**src/rtl/game_pkg.sv**
```systemverilog
// Shared definitions for the warships main controller: board cell codes,
// controller state encoding and the "no selection" cords test.
package game_pkg;

    localparam logic [1:0] CELL_EMPTY = 2'b00;
    localparam logic [1:0] CELL_SHIP  = 2'b01;
    localparam logic [1:0] CELL_HIT   = 2'b10;
    localparam logic [1:0] CELL_MISS  = 2'b11;

    // Codes are visible on state_out and must stay fixed.
    typedef enum logic [3:0] {
        ST_DEPLOY       = 4'd0,
        ST_DEPLOY_CHECK = 4'd1,
        ST_WAIT_START   = 4'd2,
        ST_WAIT_PEER    = 4'd3,
        ST_WAIT_ENEMY   = 4'd4,
        ST_MEM_CHECK    = 4'd5,
        ST_ANSWER       = 4'd6,
        ST_WAIT_SHOT    = 4'd7,
        ST_SHOT_CHECK   = 4'd8,
        ST_WAIT_ANSWER  = 4'd9,
        ST_SAVE_RESULT  = 4'd10,
        ST_WIN          = 4'd11,
        ST_LOSE         = 4'd12
    } state_e;

    localparam int MAX_CORDS_W = 32;

    // True when the low cords_w bits are all ones ("no selection").
    // Callers zero-extend their cords to MAX_CORDS_W bits.
    function automatic logic is_no_cord(input logic [MAX_CORDS_W-1:0] cords,
                                        input int cords_w);
        logic all_ones;
        all_ones = 1'b1;
        for (int i = 0; i < MAX_CORDS_W; i++) begin
            if (i < cords_w) all_ones = all_ones & cords[i];
        end
        return all_ones;
    endfunction

endpackage

```
**src/rtl/game_fsm_turn_timer.sv**
```systemverilog
// Answer-timeout timer: down-counter reloaded on clear or on expiry,
// expire is high for the single enabled cycle in which the count is zero.
module turn_timer #(
    parameter int TIMEOUT_CYCLES = 1_000_000
) (
    input  logic clk_i,
    input  logic rst_i,
    input  logic clear_i,
    input  logic enable_i,
    output logic expire_o
);
    localparam int CNT_W = (TIMEOUT_CYCLES > 1) ? $clog2(TIMEOUT_CYCLES) : 1;
    localparam logic [CNT_W-1:0] RELOAD = CNT_W'(TIMEOUT_CYCLES - 1);

    logic [CNT_W-1:0] cnt_q;

    assign expire_o = enable_i && (cnt_q == '0);

    // Count down while enabled; restart the period on clear or expiry.
    always_ff @(posedge clk_i) begin
        if (rst_i) begin
            cnt_q <= RELOAD;
        end else if (clear_i || expire_o) begin
            cnt_q <= RELOAD;
        end else if (enable_i) begin
            cnt_q <= cnt_q - CNT_W'(1);
        end
    end

endmodule

```
**src/rtl/game_fsm.sv**
```systemverilog
// Warships main controller: ship deployment, turn protocol with the peer
// board and hit bookkeeping in the own and enemy board memories.
//
// state          | meaning
// ---------------+------------------------------------------------------
// DEPLOY         | waiting for a click on own board to place a ship
// DEPLOY_CHECK   | own cell read back; place ship only if cell empty
// WAIT_START     | all ships placed, start button enabled
// WAIT_PEER      | start sent, waiting for the peer to be ready
// WAIT_ENEMY     | enemy's turn, waiting for its shot
// MEM_CHECK      | own cell under enemy shot read back; mark hit/miss
// ANSWER         | answer strobe out; lose if no ships remain
// WAIT_SHOT      | our turn, waiting for a click on the enemy board
// SHOT_CHECK     | enemy cell read back; fire only at an unknown cell
// WAIT_ANSWER    | shot sent, waiting for the answer (retransmit on timeout)
// SAVE_RESULT    | record answer in enemy board; win if enemy has no ships
// WIN / LOSE     | terminal until reset
module game_fsm
    import game_pkg::*;
#(
    parameter int CORD_W         = 4,
    parameter int SHIPS_NUMBER   = 10,
    parameter int FIRST_SHOT     = 1,
    parameter int TIMEOUT_CYCLES = 1_000_000,
    parameter int CTR_W          = $clog2(SHIPS_NUMBER + 1)
) (
    input  logic                  clk,
    input  logic                  rst,
    input  logic [2*CORD_W-1:0]   my_grid_cords,
    input  logic [2*CORD_W-1:0]   en_grid_cords,
    output logic [2*CORD_W-1:0]   my_mem_addr,
    input  logic [1:0]            my_mem_data_in,
    output logic [1:0]            my_mem_data_out,
    output logic                  my_mem_w_nr,
    output logic [2*CORD_W-1:0]   en_mem_addr,
    input  logic [1:0]            en_mem_data_in,
    output logic [1:0]            en_mem_data_out,
    output logic                  en_mem_w_nr,
    input  logic [2*CORD_W-1:0]   ship_cords_in,
    input  logic                  hit2,
    input  logic                  ready2,
    output logic [2*CORD_W-1:0]   ship_cords_out,
    output logic                  hit1,
    output logic                  ready1,
    input  logic                  start_btn,
    output logic                  start_btn_en,
    output logic                  my_turn,
    output logic                  en_turn,
    output logic                  win,
    output logic                  lose,
    output logic [CTR_W-1:0]      my_ctr,
    output logic [CTR_W-1:0]      en_ctr,
    output logic [3:0]            state_out
);
    localparam int CW = 2 * CORD_W;
    localparam logic [CW-1:0]    NO_CORD = {CW{1'b1}};
    localparam logic [CTR_W-1:0] SHIPS   = CTR_W'(SHIPS_NUMBER);

    state_e           state_q, state_d;
    logic             peer_ready_q, peer_ready_d;
    logic [CW-1:0]    shot_q, shot_d;
    logic             hit2_q, hit2_d;
    logic [CW-1:0]    my_addr_q, my_addr_d;
    logic [1:0]       my_wdata_q, my_wdata_d;
    logic             my_we_q, my_we_d;
    logic [CW-1:0]    en_addr_q, en_addr_d;
    logic [1:0]       en_wdata_q, en_wdata_d;
    logic             en_we_q, en_we_d;
    logic [CW-1:0]    cords_out_q, cords_out_d;
    logic             hit1_q, hit1_d;
    logic             ready1_q, ready1_d;
    logic             start_en_q, start_en_d;
    logic             my_turn_q, my_turn_d;
    logic             en_turn_q, en_turn_d;
    logic             win_q, win_d;
    logic             lose_q, lose_d;
    logic [CTR_W-1:0] my_ctr_q, my_ctr_d;
    logic [CTR_W-1:0] en_ctr_q, en_ctr_d;

    logic my_none, en_none, pre_game;
    logic timer_clr, timer_en, timer_exp;

    assign my_none  = is_no_cord(MAX_CORDS_W'(my_grid_cords), CW);
    assign en_none  = is_no_cord(MAX_CORDS_W'(en_grid_cords), CW);
    assign pre_game = (state_q == ST_DEPLOY) || (state_q == ST_DEPLOY_CHECK) ||
                      (state_q == ST_WAIT_START) || (state_q == ST_WAIT_PEER);
    assign timer_en = (state_q == ST_WAIT_ANSWER);

    turn_timer #(
        .TIMEOUT_CYCLES(TIMEOUT_CYCLES)
    ) u_turn_timer (
        .clk_i   (clk),
        .rst_i   (rst),
        .clear_i (timer_clr),
        .enable_i(timer_en),
        .expire_o(timer_exp)
    );

    // Next-state, memory access, strobe and counter decisions.
    always_comb begin
        state_d      = state_q;
        peer_ready_d = peer_ready_q;
        shot_d       = shot_q;
        hit2_d       = hit2_q;
        my_addr_d    = my_addr_q;
        my_wdata_d   = my_wdata_q;
        my_we_d      = 1'b0;
        en_addr_d    = en_addr_q;
        en_wdata_d   = en_wdata_q;
        en_we_d      = 1'b0;
        cords_out_d  = cords_out_q;
        hit1_d       = hit1_q;
        ready1_d     = 1'b0;
        my_ctr_d     = my_ctr_q;
        en_ctr_d     = en_ctr_q;
        timer_clr    = 1'b0;

        if (ready2 && pre_game) peer_ready_d = 1'b1;

        case (state_q)
            ST_DEPLOY: begin
                if (my_ctr_q >= SHIPS) begin
                    state_d = ST_WAIT_START;
                end else if (!my_none) begin
                    my_addr_d = my_grid_cords;
                    state_d   = ST_DEPLOY_CHECK;
                end
            end
            ST_DEPLOY_CHECK: begin
                if ((my_mem_data_in == CELL_EMPTY) && (my_ctr_q < SHIPS)) begin
                    my_we_d    = 1'b1;
                    my_wdata_d = CELL_SHIP;
                    my_ctr_d   = my_ctr_q + CTR_W'(1);
                end
                state_d = ST_DEPLOY;
            end
            ST_WAIT_START: begin
                if (start_btn) begin
                    ready1_d = 1'b1;
                    state_d  = ST_WAIT_PEER;
                end
            end
            ST_WAIT_PEER: begin
                if (peer_ready_q || ready2)
                    state_d = (FIRST_SHOT != 0) ? ST_WAIT_SHOT : ST_WAIT_ENEMY;
            end
            ST_WAIT_ENEMY: begin
                if (ready2) begin
                    shot_d    = ship_cords_in;
                    my_addr_d = ship_cords_in;
                    state_d   = ST_MEM_CHECK;
                end
            end
            ST_MEM_CHECK: begin
                // The answer strobe is issued here so that it is high in ANSWER.
                hit1_d      = 1'b0;
                ready1_d    = 1'b1;
                cords_out_d = shot_q;
                case (my_mem_data_in)
                    CELL_SHIP: begin
                        my_we_d    = 1'b1;
                        my_wdata_d = CELL_HIT;
                        hit1_d     = 1'b1;
                        if (my_ctr_q != '0) my_ctr_d = my_ctr_q - CTR_W'(1);
                    end
                    CELL_EMPTY: begin
                        my_we_d    = 1'b1;
                        my_wdata_d = CELL_MISS;
                    end
                    default: ;
                endcase
                state_d = ST_ANSWER;
            end
            ST_ANSWER: begin
                state_d = (my_ctr_q == '0) ? ST_LOSE : ST_WAIT_SHOT;
            end
            ST_WAIT_SHOT: begin
                if (!en_none) begin
                    en_addr_d = en_grid_cords;
                    state_d   = ST_SHOT_CHECK;
                end
            end
            ST_SHOT_CHECK: begin
                if (en_mem_data_in == CELL_EMPTY) begin
                    cords_out_d = en_addr_q;
                    ready1_d    = 1'b1;
                    timer_clr   = 1'b1;
                    state_d     = ST_WAIT_ANSWER;
                end else begin
                    state_d = ST_WAIT_SHOT;
                end
            end
            ST_WAIT_ANSWER: begin
                if (ready2) begin
                    hit2_d  = hit2;
                    state_d = ST_SAVE_RESULT;
                end else if (timer_exp) begin
                    ready1_d = 1'b1;
                end
            end
            ST_SAVE_RESULT: begin
                en_we_d = 1'b1;
                if (hit2_q) begin
                    en_wdata_d = CELL_HIT;
                    if (en_ctr_q != '0) en_ctr_d = en_ctr_q - CTR_W'(1);
                end else begin
                    en_wdata_d = CELL_MISS;
                end
                state_d = (en_ctr_d == '0) ? ST_WIN : ST_WAIT_ENEMY;
            end
            ST_WIN, ST_LOSE: ;
            default: state_d = ST_DEPLOY;
        endcase

        // Level indicators follow the next state so they line up with state_out.
        start_en_d = (state_d == ST_WAIT_START);
        my_turn_d  = (state_d == ST_WAIT_SHOT);
        en_turn_d  = (state_d == ST_WAIT_ENEMY);
        win_d      = (state_d == ST_WIN);
        lose_d     = (state_d == ST_LOSE);
    end

    // State and output registers with synchronous reset.
    always_ff @(posedge clk) begin
        if (rst) begin
            state_q      <= ST_DEPLOY;
            peer_ready_q <= 1'b0;
            shot_q       <= NO_CORD;
            hit2_q       <= 1'b0;
            my_addr_q    <= NO_CORD;
            my_wdata_q   <= CELL_EMPTY;
            my_we_q      <= 1'b0;
            en_addr_q    <= NO_CORD;
            en_wdata_q   <= CELL_EMPTY;
            en_we_q      <= 1'b0;
            cords_out_q  <= NO_CORD;
            hit1_q       <= 1'b0;
            ready1_q     <= 1'b0;
            start_en_q   <= 1'b0;
            my_turn_q    <= 1'b0;
            en_turn_q    <= 1'b0;
            win_q        <= 1'b0;
            lose_q       <= 1'b0;
            my_ctr_q     <= '0;
            en_ctr_q     <= SHIPS;
        end else begin
            state_q      <= state_d;
            peer_ready_q <= peer_ready_d;
            shot_q       <= shot_d;
            hit2_q       <= hit2_d;
            my_addr_q    <= my_addr_d;
            my_wdata_q   <= my_wdata_d;
            my_we_q      <= my_we_d;
            en_addr_q    <= en_addr_d;
            en_wdata_q   <= en_wdata_d;
            en_we_q      <= en_we_d;
            cords_out_q  <= cords_out_d;
            hit1_q       <= hit1_d;
            ready1_q     <= ready1_d;
            start_en_q   <= start_en_d;
            my_turn_q    <= my_turn_d;
            en_turn_q    <= en_turn_d;
            win_q        <= win_d;
            lose_q       <= lose_d;
            my_ctr_q     <= my_ctr_d;
            en_ctr_q     <= en_ctr_d;
        end
    end

    assign my_mem_addr     = my_addr_q;
    assign my_mem_data_out = my_wdata_q;
    assign my_mem_w_nr     = my_we_q;
    assign en_mem_addr     = en_addr_q;
    assign en_mem_data_out = en_wdata_q;
    assign en_mem_w_nr     = en_we_q;
    assign ship_cords_out  = cords_out_q;
    assign hit1            = hit1_q;
    assign ready1          = ready1_q;
    assign start_btn_en    = start_en_q;
    assign my_turn         = my_turn_q;
    assign en_turn         = en_turn_q;
    assign win             = win_q;
    assign lose            = lose_q;
    assign my_ctr          = my_ctr_q;
    assign en_ctr          = en_ctr_q;
    assign state_out       = state_q;

endmodule

```
**config.mk**
```make
export PLATFORM = sky130hd
export DESIGN_NAME = game_fsm
export DESIGN_NICKNAME = d
export VERILOG_FILES = /design/src/rtl/game_pkg.sv /design/src/rtl/game_fsm_turn_timer.sv /design/src/rtl/game_fsm.sv
export SDC_FILE = /design/constraint.sdc
export NUM_CORES = 1
export LEC_CHECK = 0
export ABC_CLOCK_PERIOD_IN_PS = 2400
export BUFFER_PORTS_ARGS = -buffer_cell sky130_fd_sc_hd__buf_2
export CAP_MARGIN = 25
export CORE_MARGIN = 10
export CORE_UTILIZATION = 54
export CTS_CLUSTER_SIZE = 24
export DETAILED_ROUTE_END_ITERATION = 12
export PLACE_DENSITY_LB_ADDON = 0.08
export SYNTH_ARGS = -nofsm -noshare
export SYNTH_HDL_FRONTEND = slang
export SYNTH_SLANG_ARGS = --single-unit
```
**constraint.sdc**
```tcl
create_clock -name clk -period 2.4 [get_ports clk]
set_input_delay 0.24 -clock clk [delete_from_list [all_inputs] [get_ports clk]]
set_output_delay 0.24 -clock clk [all_outputs]
set_load 0.02 [all_outputs]
```
; Word-level counts from Yosys, hierarchy flattened
; Cells that the tools add are included.
[classes]
add_sub_neg = 4
n_lt_le_gt_ge = 2
n_eq_ne = 26
n_mux = 39
bitwise = 15
reduce_logical = 29
[op_table]
columns = op, n
row1 = two-way mux 4 bit, 16
row2 = one-hot mux 4 bit (11 select lines), 1
row3 = two-way mux 8 bit, 4
row4 = one-hot mux 8 bit (2 select lines), 2
row5 = "== test 4 bit, second input constant", 7
row6 = "== test 4 x 3 -> 1 bit, second input constant", 6
row7 = zero test 20 bit, 1
row8 = "subtractor 20 x 1 -> 20 bit, second input constant", 1
row9 = bitwise AND 1 bit, 14
row10 = "== test 4 x 2 -> 1 bit, second input constant", 3
row11 = zero test 4 bit, 3
row12 = "inequality test 2 bit, second input constant", 6
row13 = two-way mux 1 bit, 10
row14 = one-hot mux 2 bit (2 select lines), 2
row15 = one-hot mux 4 bit (2 select lines), 1
row16 = AND reduction 2 bit, 4
row17 = AND reduction 4 bit, 2
row18 = nonzero test 4 bit, 2
row19 = "subtractor 4 x 1 -> 4 bit, second input constant", 2
row20 = nonzero test 2 bit, 3
row21 = OR reduction 2 bit, 3
row22 = logical OR 1 bit, 5
row23 = "adder 4 x 1 -> 4 bit, second input constant", 1
row24 = "== test 4 x 1 -> 1 bit, second input constant", 1
row25 = other kinds (12), 15
[word_totals]
reg_bits = 79
inputBits = 33
out_inout_bits = 49
word_cells = 136

; Longest topological paths before layout
; Gate-level depths: netlist (run 1).
[logic_depth]
ltp_word = 11
mapped_depth = 10
depth_no_buf = 8

; Cells and area by module
; Synthesis (run 1) repeated with hierarchy kept, for this count alone.
[unflattened]
cells_unflattened = 437
hier_area_um2 = 3708.6
[by_module_without_submodules]
columns = mod, n_inst, cells_each, area_each_um2, seq_area_each_um2
row1 = game_fsm, 1, 329, 2788.9, 1181.1
row2 = turn_timer, 1, 108, 919.6, 400.4

; Worst setup path before layout (run 1)
; No wires, ideal clock.
[synth_path]
kind = reg-to-reg
from = reg state_q[1] (netlist: state_out[1])
to = reg my_ctr_q[3] (netlist: my_ctr[3])
setup_ps = 70
arrival_ps = 2232
required_time_ps = 2330
setup_slack_ps = 98
stages_incl_launch_ff = 11
path_buffers = 2
synth_period_minus_slack_ps = 2302
cell_sequence = dfxtp_1 buf_2 nand4bb_1 clkbuf_1 inv_1 ha_1 a21o_1 a21oi_1 xnor2_1 or3_1 a21oi_1
[synth_via]
elab_chain_len = 3
word_cells_on_any_way = 8
classes_between = 5 x eq/ne / 1 x mux / 2 x reduce/logical
[synth_lines]
columns = item, line_no
row1 = from (decl), game_fsm.sv:59  ; state_e state_q, state_d;
row2 = from (signal assigned), game_fsm.sv:247  ; state_q <= state_d;
row3 = == test 4 x 3 -> 1 bit / == test 4 x 1 -> 1 bit (equally long branches), game_fsm.sv:120  ; case (state_q)
row4 = "inequality test 2 bit (no line), or another cell as far along", n/a
row5 = AND reduction 4 bit (no line), n/a
row6 = to (signal assigned), game_fsm.sv:265  ; my_ctr_q <= my_ctr_d;
row7 = to (decl), game_fsm.sv:77  ; logic [CTR_W-1:0] my_ctr_q, my_ctr_d;
; Parallel ways exist; a longest one is shown, timed or not.
; A chain may end at the register's enable or synchronous reset.

; Worst setup path in the final report (run 1)
[layout_path]
from = reg en_ctr_q[0] (netlist: en_ctr[0])
to = reg lose_q (netlist: lose)
[layout_via]
elab_chain_len = 8
word_cells_on_any_way = 9
classes_between = 1 x add/sub / 1 x eq/ne / 5 x mux / 2 x reduce/logical
[layout_lines]
columns = item, line_no
row1 = from (decl), game_fsm.sv:78  ; logic [CTR_W-1:0] en_ctr_q, en_ctr_d;
row2 = from (signal assigned), game_fsm.sv:266  ; en_ctr_q <= en_ctr_d;
row3 = subtractor 4 x 1 -> 4 bit / nonzero test 4 bit (equally long branches), game_fsm.sv:205  ; if (en_ctr_q != '0) en_ctr_d = en_ctr_q - CTR_W'(1);
row4 = two-way mux 4 bit, game_fsm.sv:205
row5 = two-way mux 4 bit (*), game_fsm.sv:203  ; if (hit2_q) begin
row6 = two-way mux 4 bit (*), game_fsm.sv:120
row7 = zero test 4 bit (*), game_fsm.sv:209  ; state_d = (en_ctr_d == '0) ? ST_WIN : ST_WAIT_ENEMY;
row8 = two-way mux 4 bit (*), game_fsm.sv:209
row9 = one-hot mux 4 bit (11 select lines) (*), game_fsm.sv:120
row10 = == test 4 bit (*), game_fsm.sv:220  ; lose_d = (state_d == ST_LOSE);
row11 = to (signal assigned), game_fsm.sv:264  ; lose_q <= lose_d;
row12 = to (decl), game_fsm.sv:76  ; logic lose_q, lose_d;
; Mark *: on every way between the ends. The rest lies on a longest branch, timed or not. The select of a mux whose other input is x is not followed.

==> results of run 1 <==
==> routing by layer <==
metal,vias to the layer above,GRT usage [%],share of wire (%)
met1,1559,21.5,45
li1,1700,-,-
met3,13,4.58,5.4
met2,78,29.6,48
met5,-,0,0
met4,0,8.13,1.7
==> cell families after synthesis <==
| group | Yosys count | share of synthesized area [%] |
|---|---|---|
| AND/OR/NAND/NOR | 215 | 30.0 |
| adder cells (fa/ha/maj) | 5 | 1.86 |
| buffers and inverters | 38 | 4.63 |
| AO/OA/AOI/OAI | 63 | 11.7 |
| multiplexers | 17 | 4.53 |
| XOR/XNOR | 22 | 5.13 |
| flip-flops | 79 | 42.1 |
==> area by class of cell <==
| cell class | count | share of cell area, % |
|---|---|---|
| Multi-Input combinational cell | 322 | 45.0 |
| Clock buffer | 10 | 2.80 |
| Clock inverter | 6 | 2.58 |
| Sequential cell | 79 | 34.7 |
| Inverter | 14 | 1.15 |
| Timing Repair Buffer | 95 | 11.2 |
| Tap cell | 96 | 2.63 |
==> path summary, 6_finish.rpt <==
kind	from	to	slack, ns
worst max-delay path	en_ctr[0]$_SDFFE_PP0P_	lose$_SDFF_PP0_	0.13
worst min register to register	en_mem_data_out[1]$_SDFFE_PP0P_	en_mem_data_out[1]$_SDFFE_PP0P_	0.47
worst max register to register	en_ctr[0]$_SDFFE_PP0P_	lose$_SDFF_PP0_	0.13
worst min-delay path	en_grid_cords[4]	en_mem_addr[4]$_SDFFE_PP1P_	0.11
==> timing repair <==
action | 4_1_cts | 5_1_grt
endpoints found under the setup margin | 0 | 5
resized for setup | 0 | 5
setup buffers | 0 | 0
==> where the power goes <==
| group | switching (mW) | internal, mW | total, mW | leakage [nW] |
|---|---|---|---|---|
| clock | 0.496 | 0.700 | 1.20 | 0.119 |
| sequential | 0.0118 | 1.33 | 1.34 | 0.641 |
| combinational | 0.102 | 0.0610 | 0.163 | 1.17 |
| total | 0.610 | 2.09 | 2.70 | 1.93 |
==> registers in the layout (all words and copies together) (netlist names) <==
name / count
en_mem_addr: 8
my_turn: 1
win: 1
en_mem_data_out: 2
en_turn: 1
ready1: 1
state_out: 4
u_turn_timer.cnt_q: 20
my_ctr: 4
start_btn_en: 1
en_ctr: 4
lose: 1
en_mem_w_nr: 1
ship_cords_out: 8
hit2_q: 1
my_mem_w_nr: 1
my_mem_addr: 8
my_mem_data_out: 2
shot_q: 8
peer_ready_q: 1
hit1: 1
==> placed cells by master (no fill, tap or decap), types with 4 or more instances in the layout <==
cell	Yosys	routed
buf_2	10	81
dfxtp_1	79	79
nand2_1	78	78
nor2_1	37	37
nand3_1	31	31
xnor2_1	18	18
mux2i_1	17	17
a21oi_1	15	15
buf_4	3	14
inv_1	13	13
o211ai_1	12	12
nor3_1	11	11
o21ai_0	11	11
clkbuf_8	0	9
nand4_1	6	6
nor4_1	6	6
nor2b_1	5	5
nand2b_1	4	4
xor2_1	4	4
ha_1	4	4
==> worst max-delay path, cell delays in order (launching register included) <==
cell       delay [ns]
dfxtp_1          0.38
inv_1            0.09
ha_1             0.27
xnor2_1          0.16
a32oi_2          0.35
a2111oi_4        0.13
or4_4            0.55
nor4b_2          0.27
==> results.yml, run 1 <==
global_routing:
  grt_pass1_wl_mm: 15.4
  grt_start_max_net_pins: 34
  grt_pass1_vias: 3347
  antenna_found_initial: 0
  grt_use_total_pct: 17.9
  grt_overflow: 0
worst_setup_path:
  critPathMaxFanout: 6
  worstSetupEndpointType: "flip-flop"
  ff2ff_path_depth: 7
  worstPathRequired_ns: 2.67
  cp.arrival_ns: 2.54
  critical_path_class: "flip-flop to flip-flop"
  crit_path_start_kind: "flip-flop"
min_path:
  min_path_type: "input port to flip-flop"
  hold_depth: 3
clocking:
  cts.sinks: 79
  insertion_delay_ns: 0.35
  clock-root-buffer: "clkbuf_8"
  cts_tree: "yes"
  cts_made_buffers: 9
  cts_buffer_depth: 2
  htreeDepth: 3
  hold_buffers: 0
  cts.clk_slew.worst_paths_ns: 0.09
drt:
  drc: 0
  wl_per_cell_um: 14.9
  drt-total-wl_mm: 9.24
  dr.pass1.iters: 4
  vias: 3350
  drt_iter0_drc: 131
  drt-vias-per-instance: 5.39
  ant_nets: 0
timing:
  fin_crit_ns: 2.27
  relSlewSlack_pct: 58.9
  final-max-slew-violation-count: 0
  tns_ns: 0
  setup_violations: 0
  finalCritPeriodShare_pct: 94.8
  clock.fmax_ghz: 0.440
  hold_viol_final: 0
  tightest_slew_ns: 0.609
  fin_ws_ns: 0.125
  hold_slack_ns: 0.109
  fin_worst_skew_ns: 0.0103
die:
  dieArea_sq_um: 10700
  initial_core_util_pct: 55.3
  die_x_um: 103
  core_sq_um: 6790
  rows: 30
  die_h_um: 103
  io_pins: 82
run_status:
  status: "finished, final reports clean"
synth:
  ys_seq_elements: 79
  synthTopCellsByCount: "dfxtp_1 (79), nand2_1 (78), nor2_1 (37), nand3_1 (31), xnor2_1 (18)"
  synth_nets: 477
  yosys-top-cells-area: "dfxtp_1 (42%), nand2_1 (7.8%), mux2i_1 (4.5%)"
  synthesis.area_sq_um: 3760
  syn-instance-count: 439
  ys_seq_area_share_pct: 42.1
  synth_edf_count: 0
  syn_avg_cell_area_sq_um: 8.56
  netlist.area_leader.share_pct: 42.1
  synthDistinctLibCells: 67
  synthArstFlopShare_pct: 0
  synth_flop_cell: "dfxtp_1"
  yosysTopAreaCell: "dfxtp_1"
  yosysMostFrequentCell: "dfxtp_1"
  yosysWarnings: 0
layout:
  fin_cells: 622
  insertedDiodeCount: 0
  multi_input_area_sq_um: 2050
  fin_nets: 559
  post-route-util_pct: 67.1
  final-seq-area_sq_um: 1580
  drive_gt1_share_pct: 25.5
  n_fill_cell: 582
  fin_area_sq_um: 4560
  area_delta_synth_final_pct: 21.3
pwr:
  peakVddDrop_mv: 0.470
  p_per_area_nw_per_um2: 592
  power_mw: 2.70
  p_leak_nw: 1.93
flow_run:
  drv_cap: 0
placement:
  port_buffers: 81
  placed_area_sq_um: 4280
  hpwl_mm: 7.03
  gp_congestion: 0.879
  pre_cts_ws_ns: 0.0941
  dpl.cell_count: 606
(Power assumes the default switching activity.)
==> run 2: changes to the inputs <==
--- a/config.mk
+++ b/config.mk
@@ -8,6 +8,7 @@
 export ABC_CLOCK_PERIOD_IN_PS = 2400
 export BUFFER_PORTS_ARGS = -buffer_cell sky130_fd_sc_hd__buf_2
 export CAP_MARGIN = 25
+export CORE_ASPECT_RATIO = 1.5
 export CORE_MARGIN = 10
 export CORE_UTILIZATION = 54
 export CTS_CLUSTER_SIZE = 24
==> run 2 against run 1 <==
Routed wire length increased by 1.2%. Clock skew decreased by 0.0026 ns. Maximum frequency about the same. Register-to-register slack about the same. Non-clock buffer count decreased by 1. Power decreased by 5.1%. Worst setup slack about the same. Critical path depth unchanged. Utilization decreased by 0.96 points.
==> results.yml, run 2 (same netlist as run 1, synthesis figures left out) <==
timing:
  relSlewSlack_pct: 59.3
  hold_slack_ns: 0.106
  fin_crit_ns: 2.27
  fin_worst_skew_ns: 0.00772
  fin_ws_ns: 0.125
  finalCritPeriodShare_pct: 94.8
  tns_ns: 0
  clock.fmax_ghz: 0.440
  hold_viol_final: 0
  tightest_slew_ns: 0.603
  setup_violations: 0
  final-max-slew-violation-count: 0
clocking:
  cts_tree: "yes"
  htreeDepth: 3
  cts_made_buffers: 9
  clock-root-buffer: "clkbuf_8"
  cts_buffer_depth: 2
  hold_buffers: 0
  insertion_delay_ns: 0.35
  cts.sinks: 79
  cts.clk_slew.worst_paths_ns: 0.08
drt:
  drc: 0
  ant_nets: 0
  wl_per_cell_um: 15.5
  vias: 3359
  drt-vias-per-instance: 5.57
  drt-total-wl_mm: 9.34
  dr.pass1.iters: 4
  drt_iter0_drc: 150
worst_setup_path:
  cp.arrival_ns: 2.54
  worstSetupEndpointType: "flip-flop"
  r2r-start: "en_ctr[1]$_SDFFE_PP1P_"
  r2r_end: "lose$_SDFF_PP0_"
  worstPathRequired_ns: 2.67
  critical_path_class: "flip-flop to flip-flop"
  critPathMaxFanout: 6
  ff2ff_path_depth: 7
  crit_path_start_kind: "flip-flop"
  rrSetupSlack_ns: 0.13
placement:
  gp_congestion: 0.853
  pre_cts_ws_ns: 0.0937
  hpwl_mm: 6.95
  dpl.cell_count: 587
  port_buffers: 81
  placed_area_sq_um: 4250
layout:
  final_cell_mix: "buf_2 (81), dfxtp_1 (79), nand2_1 (78)"
  top_register: "u_turn_timer.cnt_q"
  drive_gt1_share_pct: 25.3
  fin_nets: 558
  insertedDiodeCount: 0
  area_delta_synth_final_pct: 19.8
  final_common_cell: "buf_2"
  fin_cells: 603
  largest_reg_flops: 20
  fin_area_sq_um: 4500
  post-route-util_pct: 66.2
die:
  rows: 37
  initial_core_util_pct: 55.2
  io_pins: 82
  dieArea_sq_um: 10800
  die_h_um: 122
  core_sq_um: 6810
  die_x_um: 88.1
pwr:
  p_per_area_nw_per_um2: 568
  p_leak_nw: 1.91
  power_mw: 2.56
  peakVddDrop_mv: 0.375
flow_run:
  drv_cap: 0
min_path:
  min_path_type: "input port to flip-flop"
  hold_depth: 3
  min-delay-start: "en_grid_cords[3]"
  holdPathEnd: "en_mem_addr[3]$_SDFFE_PP1P_"
global_routing:
  antenna_found_initial: 0
  grt_overflow: 0
  grt_use_total_pct: 17.6
  grt_pass1_vias: 3352
  grt_pass1_wl_mm: 15.4
  grt_start_max_net_pins: 34
run_status:
  status: "finished, final reports clean"
run 2: final cells by class:
cell class                 count  area, sq um
clock buffer                  11          131
clock inverter                 5         82.6
fill                         608         2300
inverter                      14         52.6
multi-input combinational    322         2050
sequential                    79         1580
tap                           78         97.6
timing repair buffer          94          503
run 2: critical path, stage by stage (launching register included):
cell and delay, ns:
dfxtp_1 0.31, inv_1 0.15, ha_1 0.28, or3b_4 0.42
nand3_2 0.12, a2111oi_4 0.10, or4_4 0.54, nor4b_2 0.26
run 2: how the worst max path moves through the flow:
stage,cells past startpoint,startpoint,end,slack (ns)
3_3_place_gp,7,en_ctr[0]$_SDFFE_PP0P_,win$_SDFF_PP0_,0.19
4_1_cts,7,en_ctr[0]$_SDFFE_PP0P_,win$_SDFF_PP0_,0.04
5_1_grt,7,en_ctr[0]$_SDFFE_PP0P_,win$_SDFF_PP0_,-0.02
3_5_place_dp,7,en_ctr[0]$_SDFFE_PP0P_,win$_SDFF_PP0_,0.09
2_1_floorplan,10,state_out[1]$_SDFF_PP0_,my_ctr[3]$_SDFFE_PP0P_,0.1
6_report,7,en_ctr[1]$_SDFFE_PP1P_,lose$_SDFF_PP0_,0.13
run 2: timing repair:
action                     CTS  global route
gates resized for setup      0             6
setup endpoints to repair    0             3
buffers inserted             0             0
run 2: routing by layer:
layer	track usage (%)	vias to the layer above	wire length (um)	part of all wire [%]
met1	20.6	1566	3990	43
li1	-	1703	-	-
met5	0	-	0	0
met4	8.86	0	157	1.7
met2	29.2	75	4670	50
met3	4.01	15	525	5.6
run 2: power by group:
| part | total, mW | internal, mW | leakage, nW | switching (mW) |
|---|---|---|---|---|
| Combinational | 0.159 | 0.0587 | 1.17 | 0.0999 |
| Clock | 1.06 | 0.588 | 0.107 | 0.473 |
| Sequential | 1.34 | 1.33 | 0.641 | 0.0125 |
| Total | 2.56 | 1.97 | 1.91 | 0.585 |
